File: src/rtl/cpu_pkg.sv
// Shared definitions for the CPU front end: sequencer FSM states,
// default widths and the jump-target builder.
package cpu_pkg;

    localparam int unsigned PM_ADDR_W_DEF  = 8;
    localparam int unsigned JMP_ADDR_W_DEF = 4;
    localparam int unsigned CNT_W_DEF      = 16;

    typedef enum logic [1:0] {
        PS_RUN,
        PS_BREAK,
        PS_STEP,
        PS_RESUME
    } ps_state_t;

    // Jump target: the decoder nibble lands in the top bits of the PC,
    // lower bits are zero. Caller truncates to its own PC width.
    function automatic logic [31:0] build_target(input logic [31:0] nibble,
                                                 input int unsigned shift);
        return nibble << shift;
    endfunction

endpackage

File: src/rtl/ps_break_ctrl.sv
// Breakpoint / single-step controller: tracks run/halt state and
// decides whether the instruction currently in ir may execute.
module ps_break_ctrl
    import cpu_pkg::*;
#(
    parameter int unsigned PM_ADDR_W = PM_ADDR_W_DEF
) (
    input  logic                 clk,
    input  logic                 sync_reset_n,
    input  logic                 hold,
    input  logic                 bp_en,
    input  logic [PM_ADDR_W-1:0] bp_addr,
    input  logic                 step,
    input  logic                 resume,
    input  logic [PM_ADDR_W-1:0] pc,
    output logic                 squash,
    output logic                 halted
);

    ps_state_t state;
    logic      bp_hit;

    assign bp_hit = bp_en && (pc == bp_addr);

    // Run/break state machine; STEP and RESUME let exactly one instruction
    // through with the breakpoint compare disabled, waiting out any hold.
    always_ff @(posedge clk) begin
        if (!sync_reset_n) begin
            state <= PS_RUN;
        end else begin
            case (state)
                PS_RUN: begin
                    if (bp_hit) state <= PS_BREAK;
                end
                PS_BREAK: begin
                    if (resume)    state <= PS_RESUME;
                    else if (step) state <= PS_STEP;
                end
                PS_STEP: begin
                    if (!hold) state <= PS_BREAK;
                end
                PS_RESUME: begin
                    if (!hold) state <= PS_RUN;
                end
                default: state <= PS_RUN;
            endcase
        end
    end

    // Squash the ir instruction on stall, while halted, or on a fresh breakpoint hit.
    always_comb begin
        squash = hold || (state == PS_BREAK) || ((state == PS_RUN) && bp_hit);
        halted = (state == PS_BREAK);
    end

endmodule

File: src/rtl/program_sequencer.sv
// Program sequencer: owns the PC, drives the synchronous program-ROM
// address, applies decoder jumps and counts retired instructions.
module program_sequencer
    import cpu_pkg::*;
#(
    parameter int unsigned PM_ADDR_W  = PM_ADDR_W_DEF,
    parameter int unsigned JMP_ADDR_W = JMP_ADDR_W_DEF,
    parameter int unsigned CNT_W      = CNT_W_DEF
) (
    input  logic                  clk,
    input  logic                  sync_reset_n,
    input  logic                  jmp,
    input  logic                  jmp_nz,
    input  logic [JMP_ADDR_W-1:0] jmp_addr,
    input  logic                  dont_jmp,
    input  logic                  hold,
    input  logic                  bp_en,
    input  logic [PM_ADDR_W-1:0]  bp_addr,
    input  logic                  step,
    input  logic                  resume,
    output logic [PM_ADDR_W-1:0]  pm_addr,
    output logic [PM_ADDR_W-1:0]  pc,
    output logic                  squash,
    output logic                  halted,
    output logic [CNT_W-1:0]      retired_cnt
);

    localparam int unsigned TGT_SHIFT = PM_ADDR_W - JMP_ADDR_W;

    logic [PM_ADDR_W-1:0] target;

    assign target = PM_ADDR_W'(build_target(32'(jmp_addr), TGT_SHIFT));

    ps_break_ctrl #(
        .PM_ADDR_W (PM_ADDR_W)
    ) u_break_ctrl (
        .clk          (clk),
        .sync_reset_n (sync_reset_n),
        .hold         (hold),
        .bp_en        (bp_en),
        .bp_addr      (bp_addr),
        .step         (step),
        .resume       (resume),
        .pc           (pc),
        .squash       (squash),
        .halted       (halted)
    );

    // Next-PC mux: reset, refetch on squash, jumps, then sequential increment.
    always_comb begin
        pm_addr = pc + PM_ADDR_W'(1);
        if (!sync_reset_n) begin
            pm_addr = '0;
        end else if (squash) begin
            pm_addr = pc;
        end else if (jmp) begin
            pm_addr = target;
        end else if (jmp_nz && !dont_jmp) begin
            pm_addr = target;
        end
    end

    // PC follows the fetch address so it always names the instruction in ir.
    always_ff @(posedge clk) begin
        if (!sync_reset_n) pc <= '0;
        else               pc <= pm_addr;
    end

    // Count every instruction that is allowed to execute.
    always_ff @(posedge clk) begin
        if (!sync_reset_n)  retired_cnt <= '0;
        else if (!squash)   retired_cnt <= retired_cnt + CNT_W'(1);
    end

endmodule

File: config.mk
export PLATFORM = sky130hd
export DESIGN_NAME = program_sequencer
export DESIGN_NICKNAME = d
export VERILOG_FILES = /design/src/rtl/cpu_pkg.sv /design/src/rtl/ps_break_ctrl.sv /design/src/rtl/program_sequencer.sv
export SDC_FILE = /design/constraint.sdc
export NUM_CORES = 1
export LEC_CHECK = 0
export ABC_AREA = 1
export BUFFER_PORTS_ARGS = -buffer_cell sky130_fd_sc_hd__buf_2
export CORE_MARGIN = 2
export CORE_UTILIZATION = 40
export CTS_CLUSTER_SIZE = 40
export DETAILED_ROUTE_END_ITERATION = 10
export PLACE_DENSITY = 0.68
export SKIP_LAST_GASP = 1
export SLEW_MARGIN = 20
export SYNTH_ARGS = -nofsm -noshare
export SYNTH_HDL_FRONTEND = slang
export SYNTH_SLANG_ARGS = --single-unit
File: constraint.sdc
create_clock -name clk -period 3.7 [get_ports clk]
set_input_delay 0 -clock clk [delete_from_list [all_inputs] [get_ports clk]]
set_output_delay 0 -clock clk [all_outputs]
set_load 0.005 [all_outputs]
Yosys cells after proc, flatten, opt, wreduce, memory -nomap -nowiden
Index checks and enable logic that the tools add are counted.
{"block": "classes", "add_sub_neg": 2, "n_eq_ne": 8, "n_mux": 10, "n_reduce_logical": 8}
{"cell": "8-bit 2-to-1 mux", "count": 4}
{"cell": "16-bit by 1-bit adder with 16-bit output, second input constant", "count": 1}
{"cell": "2-bit 2-to-1 mux", "count": 5}
{"cell": "8-bit by 1-bit adder with 8-bit output, second input constant", "count": 1}
{"cell": "8-bit == test", "count": 1}
{"cell": "2-bit case mux with 4 select lines", "count": 1}
{"cell": "2-bit == test, second input constant", "count": 2}
{"cell": "2-bit inequality test, second input constant", "count": 2}
{"cell": "4-bit AND reduction", "count": 1}
{"cell": "1-bit logical AND", "count": 3}
{"cell": "3-bit inequality test, second input constant", "count": 1}
{"cell": "2-bit by 1-bit == test with 1-bit output, second input constant", "count": 1}
{"cell": "2-bit zero test", "count": 1}
{"cell": "1-bit logical OR", "count": 2}
{"cell": "2-bit by 1-bit inequality test with 1-bit output, second input constant", "count": 1}
{"cell": "1-bit zero test", "count": 1}
{"block": "totals", "reg_bits": 26, "inputBits": 21, "out_inout_bits": 34, "word_cells": 31}

Depth between registers and ports, before layout
Gate-level depths: netlist (run 1).
{"block": "depth", "depth_word": 6, "ltp_mapped": 12, "mapped_depth_nobuf": 12}

Cells and area by module
Synthesis (run 1) repeated with hierarchy kept, for this count alone.
{"block": "hier_totals", "cells_unflattened": 251, "hier_area_um2": 1636.6}
{"mod": "program_sequencer", "n_inst": 1, "cells_each": 196, "area_each_um2": 1357.6, "seq_area_each_um2": 480.5}
{"mod": "ps_break_ctrl", "n_inst": 1, "cells_each": 55, "area_each_um2": 279.0, "seq_area_each_um2": 40.0}

Worst setup path before layout (run 1)
No wires, ideal clock.
{"block": "synth_path", "path_type": "register -> register", "from": "register pc[0]", "to": "register pc[6]", "setup_ps": 120, "t_arrival_ps": 1290, "required_ps": 3580, "path_slack_ps": 2290, "stages_incl_launch_ff": 9, "n_path_buf": 0, "synth_period_minus_slack_ps": 1410, "cell_sequence": "dfxtp_1 ha_1 nand2_1 inv_1 nand3_1 o211ai_1 nand2_1 o21ai_0 nor2_1"}
{"block": "synth_between", "elab_chain_cells": 6, "elab_cells_between_ends": 9, "classes_between": "add/sub (1); eq/ne (1); mux (4); reduce/logical (3)"}
{"element": "start, declared", "line": "program_sequencer.sv:22", "text": "output logic [PM_ADDR_W-1:0] pc,"}
{"element": "start signal, assigned", "line": "program_sequencer.sv:66", "text": "else pc <= pm_addr;"}
{"element": "branches (longest 4 deep; another with 8-bit by 1-bit adder with 8-bit output)"}
{"element": "8-bit 2-to-1 mux *", "line": "program_sequencer.sv:54", "text": "end else if (squash) begin"}
{"element": "8-bit 2-to-1 mux *", "line": "program_sequencer.sv:52", "text": "if (!sync_reset_n) begin"}
Every way passes the cells marked *.
A chain may end at the register's enable or synchronous reset.

Worst setup path after layout (run 1)
{"block": "layout_path", "from": "register u_break_ctrl.state[0]", "to": "output pm_addr[0]"}
{"block": "layout_between", "elab_chain_cells": 5, "elab_cells_between_ends": 7, "classes_between": "eq/ne (1); mux (2); reduce/logical (4)"}
{"element": "start, declared", "line": "ps_break_ctrl.sv:20", "text": "ps_state_t state;"}
{"element": "start signal, assigned", "line": "ps_break_ctrl.sv:29", "text": "state <= PS_RUN;"}
{"element": "start signal, assigned", "line": "ps_break_ctrl.sv:33", "text": "if (bp_hit) state <= PS_BREAK;"}
{"element": "start signal, assigned", "line": "ps_break_ctrl.sv:36", "text": "if (resume) state <= PS_RESUME;"}
{"element": "2-bit by 1-bit == test with 1-bit output / 2-bit zero test (equally long branches)", "line": "ps_break_ctrl.sv:52", "text": "squash = hold || (state == PS_BREAK) || ((state == PS_RUN) && bp_hit);"}
{"element": "1-bit logical OR / 1-bit logical AND (equally long branches)", "line": "ps_break_ctrl.sv:52"}
{"element": "1-bit logical OR *", "line": "ps_break_ctrl.sv:52"}
{"element": "8-bit 2-to-1 mux *", "line": "program_sequencer.sv:54"}
{"element": "8-bit 2-to-1 mux *", "line": "program_sequencer.sv:52"}
{"element": "end, declared", "line": "program_sequencer.sv:21", "text": "output logic [PM_ADDR_W-1:0] pm_addr,"}
Every way passes the cells marked *; elsewhere a longest branch is shown, timed or not.

==> impl_metrics.toml, run 1 <==
[place]
dpl_cell_area_um2 = 2030
hpwl_um = 3190
io_buffers = 54
dp.cells = 380
routabilityCongestion = 0.857

[timing]
hold_slack_ns = 0.0461
period_share = 0.621
timing.fmax_mhz = 435
finalCriticalPeriod_ns = 2.30
tightest_slew_ns = 0.875
rsz0062_at_grt = "false"
hold_violations = 0
finalMaxSlewViolations = 0
slew_headroom = 0.416
setup_viol = 0
tns_ns = 0
clock_skew_ns = 0.00513

[detailed_routing]
drc = 0
wl_um = 4240
route.vias.total = 1862
drt_iter0_markers = 98
wl_per_cell_um = 11.0
ant_nets = 0
firstDrtPassIters = 4
vias_per_cell = 4.85

[grt]
grt_max_degree = 29
gr-usage-all-layers = 0.180
grt_pass1_vias = 1680
grt_pass1_wl_um = 7360
antenna_found_initial = 0
grt-ovfl-total = 0

[worst_setup_path]
startpoint = "u_break_ctrl.state[0]"
start_kind = "flip-flop"
worstPathArrival_ns = 2.30
r2r-start = "u_break_ctrl.state[0]"
crit_type = "reg2out"
critPathMaxFanout = 28
critPathRequiredTime_ns = 3.70
r2r.worst_path.cells = 6
crit_path_end_kind = "output port"

[clocking]
insertion_delay_ns = 0.28
cts_root_buf = "clkbuf_8"
cts_tree = "built"
cts_sinks = 26
cts_buffers = 3
htreeDepth = 1
path_clk_slew_ns = 0.10
clock_path_buffers = 2
hold_buffers = 0
ctsResizeCount = 0
cts_setup_buffers = 0

[pwr]
vdd_ir_drop_max_v = 0.000185
p_leak_nw = 1.02
p_per_area_nw_per_um2 = 330

[layout]
layout_common_cells = "nand2_1, buf_2, nor2_1, nand3_1"
finalNonFillerCells = 384
final_layout_size_suffix_gt1_frac = 0.214
area_growth_pct = 18.5
antenna_cells = 0
nets = 356
design_area_um2 = 2090
final_common_cell = "nand2_1"

[logic_synthesis]
avgSynthCellArea_um2 = 6.25
synth-seq-cells = 26
yosysSeqAreaShare = 0.295
yosysWarningCount = 0
yosysUniqueCellTypes = 29
async_reset_ff_frac = 0
synth_flop_cell = "dfxtp_1"
synth_area_um2 = 1760
synth_fp_nets = 305
synth_edf_count = 0
synthCells = 282

[floorplan]
dieArea_um2 = 4950
initial_core_util = 0.410
std_cell_rows = 24
ioPinCount = 55
die_w_um = 70.4
fp.dieH_um = 70.4
core_area_um2 = 4290

[hold_path]
holdCritStartpoint = "sync_reset_n"
hp-class = "in2reg"
whs_path_depth = 3

[job]
drv_cap = 0

[outcome]
status = "finished clean"
-- state kept, by name, summed over array words and instances, names as in the netlist --
name and count:
pc 8, retired_cnt 16, u_break_ctrl.state 2
-- worst max-delay path, cell delays in order, from the launching register on --
cell and delay, ns:
dfxtp_1 0.33, inv_1 0.07, nor2_1 0.09, nor2_2 0.68, nand2_4 0.34, inv_1 0.21
nor2_1 0.07, nor2_1 0.11, buf_2 0.11
-- routing by layer --
metal  vias to the layer above  track usage  part of all wire
met4                         0       0.0534             0.013
met1                       817        0.256              0.50
met5                         -            0                 0
met2                        38        0.282              0.45
met3                         5       0.0231             0.043
li1                       1002            -                 -
-- cell families after synthesis --
family	after synthesis	synth area share
flops	26	0.295
xor+xnor	13	0.0646
fa+ha+maj	2	0.0142
compound gates	31	0.0909
buf+inv	40	0.104
simple gates	170	0.430
-- final cells by class --
cell class,count,area [um^2]
clock buffers,4,55.1
fillers,484,2210
inverters,32,120
multi-input cells,216,1060
flip-flops and latches,26,520
well taps,52,65.1
repair buffers,54,270
-- power by group --
| part | total [mW] | internal [mW] | switching (mW) |
|---|---|---|---|
| logic | 0.179 | 0.0665 | 0.112 |
| clock network | 0.191 | 0.0955 | 0.0957 |
| registers | 0.320 | 0.297 | 0.0228 |
| total | 0.690 | 0.459 | 0.231 |
-- final timing paths --
check	endpoint	slack, ns
worst max-delay path	pm_addr[0]	1.40
worst min-delay path	retired_cnt[0]	0.05
worst max register to register	pc[3]	1.70
worst min register to register	retired_cnt[15]	0.50
-- through the flow --
step / total power, mW / utilization / worst slack (ns)
6_report: 0.690 / 0.486 / 1.40
5_1_grt: 0.740 / 0.486 / 1.15
4_1_cts: 0.700 / 0.486 / 1.39
3_5_place_dp: 0.507 / 0.473 / 1.70
3_3_place_gp: 0.506 / 0.473 / 1.73
2_1_floorplan: 0.450 / - / 2.29
-- synthesized netlist by cell type, drive strengths merged, types with 2 or more instances --
master  instances  share of area
a21oi          19          0.054
buf             7          0.034
clkinv          2         0.0043
dfxtp          26           0.30
ha              2          0.014
inv            30          0.064
nand2          75           0.17
nand3          33          0.094
nand4           5          0.026
nor2           47           0.11
nor3            7          0.026
o21ai          10          0.028
xnor2           2         0.0099
xor2           11          0.055
Power figures use the tool's default switching activity.
==> inputs of run 2 (changes only) <==
PLACE_DENSITY = 0.7   (was 0.68)
clock period = 2 ns   (was 3.7 ns; I/O delays follow)
==> run 2 against run 1 <==
Effect of this change: global-route usage rose by 0.76 points; wire length rose by 8.4%; setup slack got worse by 1.2 ns; sequential share of layout area fell by 0.72 points; power rose by 84%; sequential cell count did not move; via count rose by 5.0%; sequential power rose by 84%; clock skew fell by 0.0012 ns; die area did not move; utilization rose by 1.8 points.
==> impl_metrics.toml, run 2 (synthesis results as in run 1) <==
[timing]
hold_violations = 0
slew_headroom = 0.632
finalMaxSlewViolations = 0
worst_slack_ns = 0.173
tightest_slew_ns = 0.548
tns_ns = 0
finalCriticalPeriod_ns = 1.83
timing.fmax_mhz = 547
clock_skew_ns = 0.00396
setup_viol = 0
rsz0062_at_grt = "true"
period_share = 0.914

[pwr]
vdd_ir_drop_max_v = 0.000247
p_sw_mw = 0.446
swShare = 0.352
clockPowerShare = 0.246
p_per_area_nw_per_um2 = 585
p_leak_nw = 1.05
p_int_mw = 0.822
seqPwrFrac = 0.464
pwr-share-comb = 0.290
totalPowerFinal_mw = 1.27

[worst_setup_path]
crit_path_end_kind = "output port"
r2r-start = "pc[3]"
critPathSlowestCell = "dfxtp_1"
crit_type = "reg2out"
crit_chain = "inv_2 > nand2_1 > nand2_1 > inv_1 > nand2_1 > nor2_4 > nand4_4 > nand2_8 > inv_1 > nor2_1 > nor2_1 > buf_2"
slowest_delay_ns = 0.39
worstPathArrival_ns = 1.83
startpoint = "pc[3]"
cpMostUsedCell = "nand2_1"
regToRegSetupSlack_ns = 0.39
critPathRequiredTime_ns = 2.00
critPathMaxFanout = 14
start_kind = "flip-flop"

[layout]
area_growth_pct = 22.9
largest_register_ffs = 16
final_common_cell = "nand2_1"
top_regs = "retired_cnt: 16 flops, pc: 8 flops, u_break_ctrl.state: 2 flops"
final_util = 0.504
regMostFlops = "retired_cnt"
nets = 363
final_layout_size_suffix_gt1_frac = 0.237
nFillCells = 455
antenna_cells = 0
layout_common_cells = "nand2_1, buf_2, nor2_1, nand3_1, inv_1"

[clocking]
cts_tree = "built"
cts_sinks = 26
clock_path_buffers = 2
insertion_delay_ns = 0.27
path_clk_slew_ns = 0.10
cts_buffers = 3
hold_buffers = 0
htreeDepth = 1
cts_root_buf = "clkbuf_8"

[outcome]
status = "finished clean"

[job]
drv_cap = 0

[floorplan]
std_cell_rows = 24
die_w_um = 70.4
ioPinCount = 55
core_area_um2 = 4290
dieArea_um2 = 4950
fp.dieH_um = 70.4
initial_core_util = 0.410

[detailed_routing]
route.vias.total = 1956
wl_per_cell_um = 11.8
ant_nets = 0
drc = 0
wl_um = 4600
vias_per_cell = 5.02
drt_iter0_markers = 139
firstDrtPassIters = 4

[grt]
grt_pass1_wl_um = 7730
antenna_found_initial = 0
gr-usage-all-layers = 0.187
grt_max_degree = 29
grt_pass1_vias = 1762
grt-ovfl-total = 0

[place]
hpwl_um = 3240
dp_slack_ns = 0.320
io_buffers = 54
routabilityCongestion = 0.828

[hold_path]
hp-class = "in2reg"
holdCritStartpoint = "sync_reset_n"
-- run 2: cell types whose count changed in the layout (fill, tap and decap cells not counted) --
cell / previous run / this run
dfxtp_1: 26 / 23
buf_4: 0 / 5
nor2_4: 1 / 3
nor2_2: 3 / 1
nand2_8: 0 / 1
o21ai_1: 2 / 3
dfxtp_2: 0 / 3
clkbuf_8: 4 / 3
buf_12: 0 / 1
o21ai_0: 8 / 7
-- run 2: final cells by class --
type / instances / area [um^2] / area share
multi-input cells: 217 / 1090 / 0.502
flip-flops and latches: 26 / 524 / 0.242
repair buffers: 60 / 328 / 0.151
inverters: 32 / 120 / 0.0555
well taps: 52 / 65.1 / 0.0300
clock buffers: 3 / 41.3 / 0.0191
-- run 2: worst max-delay path, delay by kind of cell (launching register included) --
kind | cells | cell delay (ns)
buffers and inverters | 4 | 0.34
and+or+nand+nor | 8 | 0.83
DFF | 1 | 0.39
-- run 2: final timing paths --
check | end | cells after the start
setup / recovery | pm_addr[0] | 12
hold / removal | retired_cnt[0] | 3
setup reg to reg | retired_cnt[9] | 11
hold reg to reg | retired_cnt[15] | 2
-- run 2: routing by layer --
| layer | GRT usage | wire, um |
|---|---|---|
| met1 | 0.245 | 2080 |
| met2 | 0.320 | 2220 |
| met3 | 0.0274 | 261 |
| met4 | 0.0513 | 38 |
| met5 | 0 | 0 |
-- run 2: power by group through the flow --
stage          logic [mW]  registers, mW  clock network (mW)
2_1_floorplan       0.237          0.595                   0
3_3_place_gp        0.346          0.597                   0
3_5_place_dp        0.349          0.597                   0
4_1_cts             0.351          0.586               0.319
5_1_grt             0.420          0.593               0.340
6_report            0.368          0.588               0.312
-- run 2: stage by stage --
step | cell area (um^2) | hold WS [ns] | std cells
floorplan | 1760 | 0.181 | 282
global placement | 2060 | 0.338 | 383
detailed placement | 2060 | 0.348 | 383
CTS | 2100 | 0.0573 | 386
global route | 2170 | 0.0745 | 390
finish | 2170 | 0.0605 | 390
-- run 2: what timing repair did --
| item | CTS | global route |
|---|---|---|
| setup buffers | 0 | 3 |
| endpoints found under the setup margin | 0 | 8 |
| gates resized for setup | 0 | 10 |
==> inputs of run 3 (changes only) <==
PLACE_DENSITY = 0.68   (was 0.7)
clock period = 2.35 ns   (was 2 ns; I/O delays follow)
==> run 3 against run 2 <==
Effect of this change: sequential power fell by 15%; final area decreased by 2.1%; die area unchanged; global-route usage shrank 0.64 points; hold slack worse by 0.018 ns; critical endpoint unchanged.
==> impl_metrics.toml, run 3 (synthesis results as in run 1) <==
[pwr]
pwr-share-comb = 0.245
seqPwrFrac = 0.427
p_per_area_nw_per_um2 = 553
p_leak_nw = 1.03
p_sw_mw = 0.370
swShare = 0.315
clockPowerShare = 0.328
totalPowerFinal_mw = 1.17
p_int_mw = 0.803
vdd_ir_drop_max_v = 0.000240

[hold_path]
holdCritStartpoint = "sync_reset_n"
min_to = "u_break_ctrl.state[0]"
hp-class = "in2reg"
whs_path_depth = 3

[worst_setup_path]
crit_path_end_kind = "output port"
worstPathArrival_ns = 1.96
crit_type = "reg2out"
critPathRequiredTime_ns = 2.35
regToRegSetupSlack_ns = 0.69
r2r-end = "pc[6]"
r2r-start = "pc[0]"
r2r.worst_path.cells = 8
start_kind = "flip-flop"
critPathMaxFanout = 28

[clocking]
cts_tree = "built"
ctsResizeCount = 0
insertion_delay_ns = 0.28
cts_root_buf = "clkbuf_8"
htreeDepth = 1
path_clk_slew_ns = 0.10
clock_path_buffers = 2
cts_sinks = 26
hold_buffers = 0
cts_setup_buffers = 0
cts_buffers = 3

[grt]
antenna_found_initial = 0
grt_pass1_vias = 1736
grt-ovfl-total = 0
grt_max_degree = 29
grt_pass1_wl_um = 7490
gr-usage-all-layers = 0.181

[layout]
multiInputGateArea_um2 = 1060
area_growth_pct = 20.3
final_layout_size_suffix_gt1_frac = 0.219
regMostFlops = "retired_cnt"
largest_register_ffs = 16
top_regs = "retired_cnt: 16 flops, pc: 8 flops, u_break_ctrl.state: 2 flops"
nets = 358
final_common_cell = "nand2_1"
nFillCells = 442
layout_common_cells = "nand2_1, buf_2, nor2_1, nand3_1"
seq_area_um2 = 520
antenna_cells = 0

[timing]
rsz0062_at_grt = "false"
slew_headroom = 0.633
hold_violations = 0
finalMaxSlewViolations = 0
finalCriticalPeriod_ns = 1.96
tightest_slew_ns = 0.548
period_share = 0.836
hold_slack_ns = 0.0426
timing.fmax_mhz = 509
tns_ns = 0
clock_skew_ns = 0.00956
setup_viol = 0

[detailed_routing]
route.vias.total = 1890
wl_um = 4310
firstDrtPassIters = 4
wl_per_cell_um = 11.2
vias_per_cell = 4.90
drt_iter0_markers = 136
ant_nets = 0
drc = 0

[floorplan]
fp.dieH_um = 70.4
ioPinCount = 55
core_area_um2 = 4290
die_w_um = 70.4
std_cell_rows = 24
initial_core_util = 0.410
dieArea_um2 = 4950

[place]
io_buffers = 54
routabilityCongestion = 0.828
hpwl_um = 3230

[outcome]
status = "finished clean"

[job]
drv_cap = 0
==> run 3: changes by cell type in the layout (fill, tap and decap cells not counted) <==
cell,before,now
buf_12,1,0
o21ai_1,3,2
buf_4,5,2
o21ai_0,7,8
nor2_4,3,1
dfxtp_2,3,0
dfxtp_1,23,26
bufinv_16,0,1
nand2_8,1,0
nor2_2,1,3
==> run 3: worst max-delay path by stage <==
stage,start,end,slack [ns],cells past startpoint
6_report,pc[7],pm_addr[0],0.39,10
5_1_grt,pc[6],pm_addr[6],0.11,10
4_1_cts,pc[7],pm_addr[0],0.37,10
3_5_place_dp,pc[7],pc[6],0.69,9
3_3_place_gp,pc[0],pm_addr[6],0.70,9
2_1_floorplan,pc[0],pc[6],0.94,8
==> run 3: cell type report <==
class / instances / area share
clock inverters: 1 / 0.0142
clock buffers: 3 / 0.0195
repair buffers: 56 / 0.135
flip-flops and latches: 26 / 0.246
well taps: 52 / 0.0307
inverters: 32 / 0.0567
multi-input cells: 216 / 0.499
==> run 3: critical path, cell delays in order, from the launching register on <==
cell	delay (ns)
dfxtp_1	0.36
inv_1	0.09
a21boi_1	0.13
nand2_1	0.07
nor2_2	0.17
nand4_4	0.13
nand2_4	0.27
inv_1	0.13
nor2_1	0.14
nor2_1	0.06
buf_2	0.13
==> run 3: per-layer routing <==
layer,global-route usage,vias to the layer above,share of wire
met5,0,-,0
met4,0.0256,0,0.0063
met2,0.317,44,0.46
met1,0.240,837,0.49
li1,-,1005,-
met3,0.0260,4,0.043
==> run 3: power groups by stage <==
stage / logic (mW) / clock network, mW / registers [mW]
floorplan: 0.202 / 0 / 0.507
global placement: 0.288 / 0 / 0.512
detailed placement: 0.290 / 0 / 0.511
CTS: 0.291 / 0.392 / 0.502
global route: 0.338 / 0.407 / 0.507
finish: 0.287 / 0.385 / 0.501
==> run 3: stage by stage <==
stage                     instance area (um^2)   util  worst slack [ns]  std cells
after floorplan                           1760      -             0.940        282
after global placement                    2050  0.477             0.701        382
after detailed placement                  2050  0.477             0.694        382
after CTS                                 2120  0.494             0.368        386
after global routing                      2120  0.494             0.109        386
final                                     2120  0.494             0.385        386
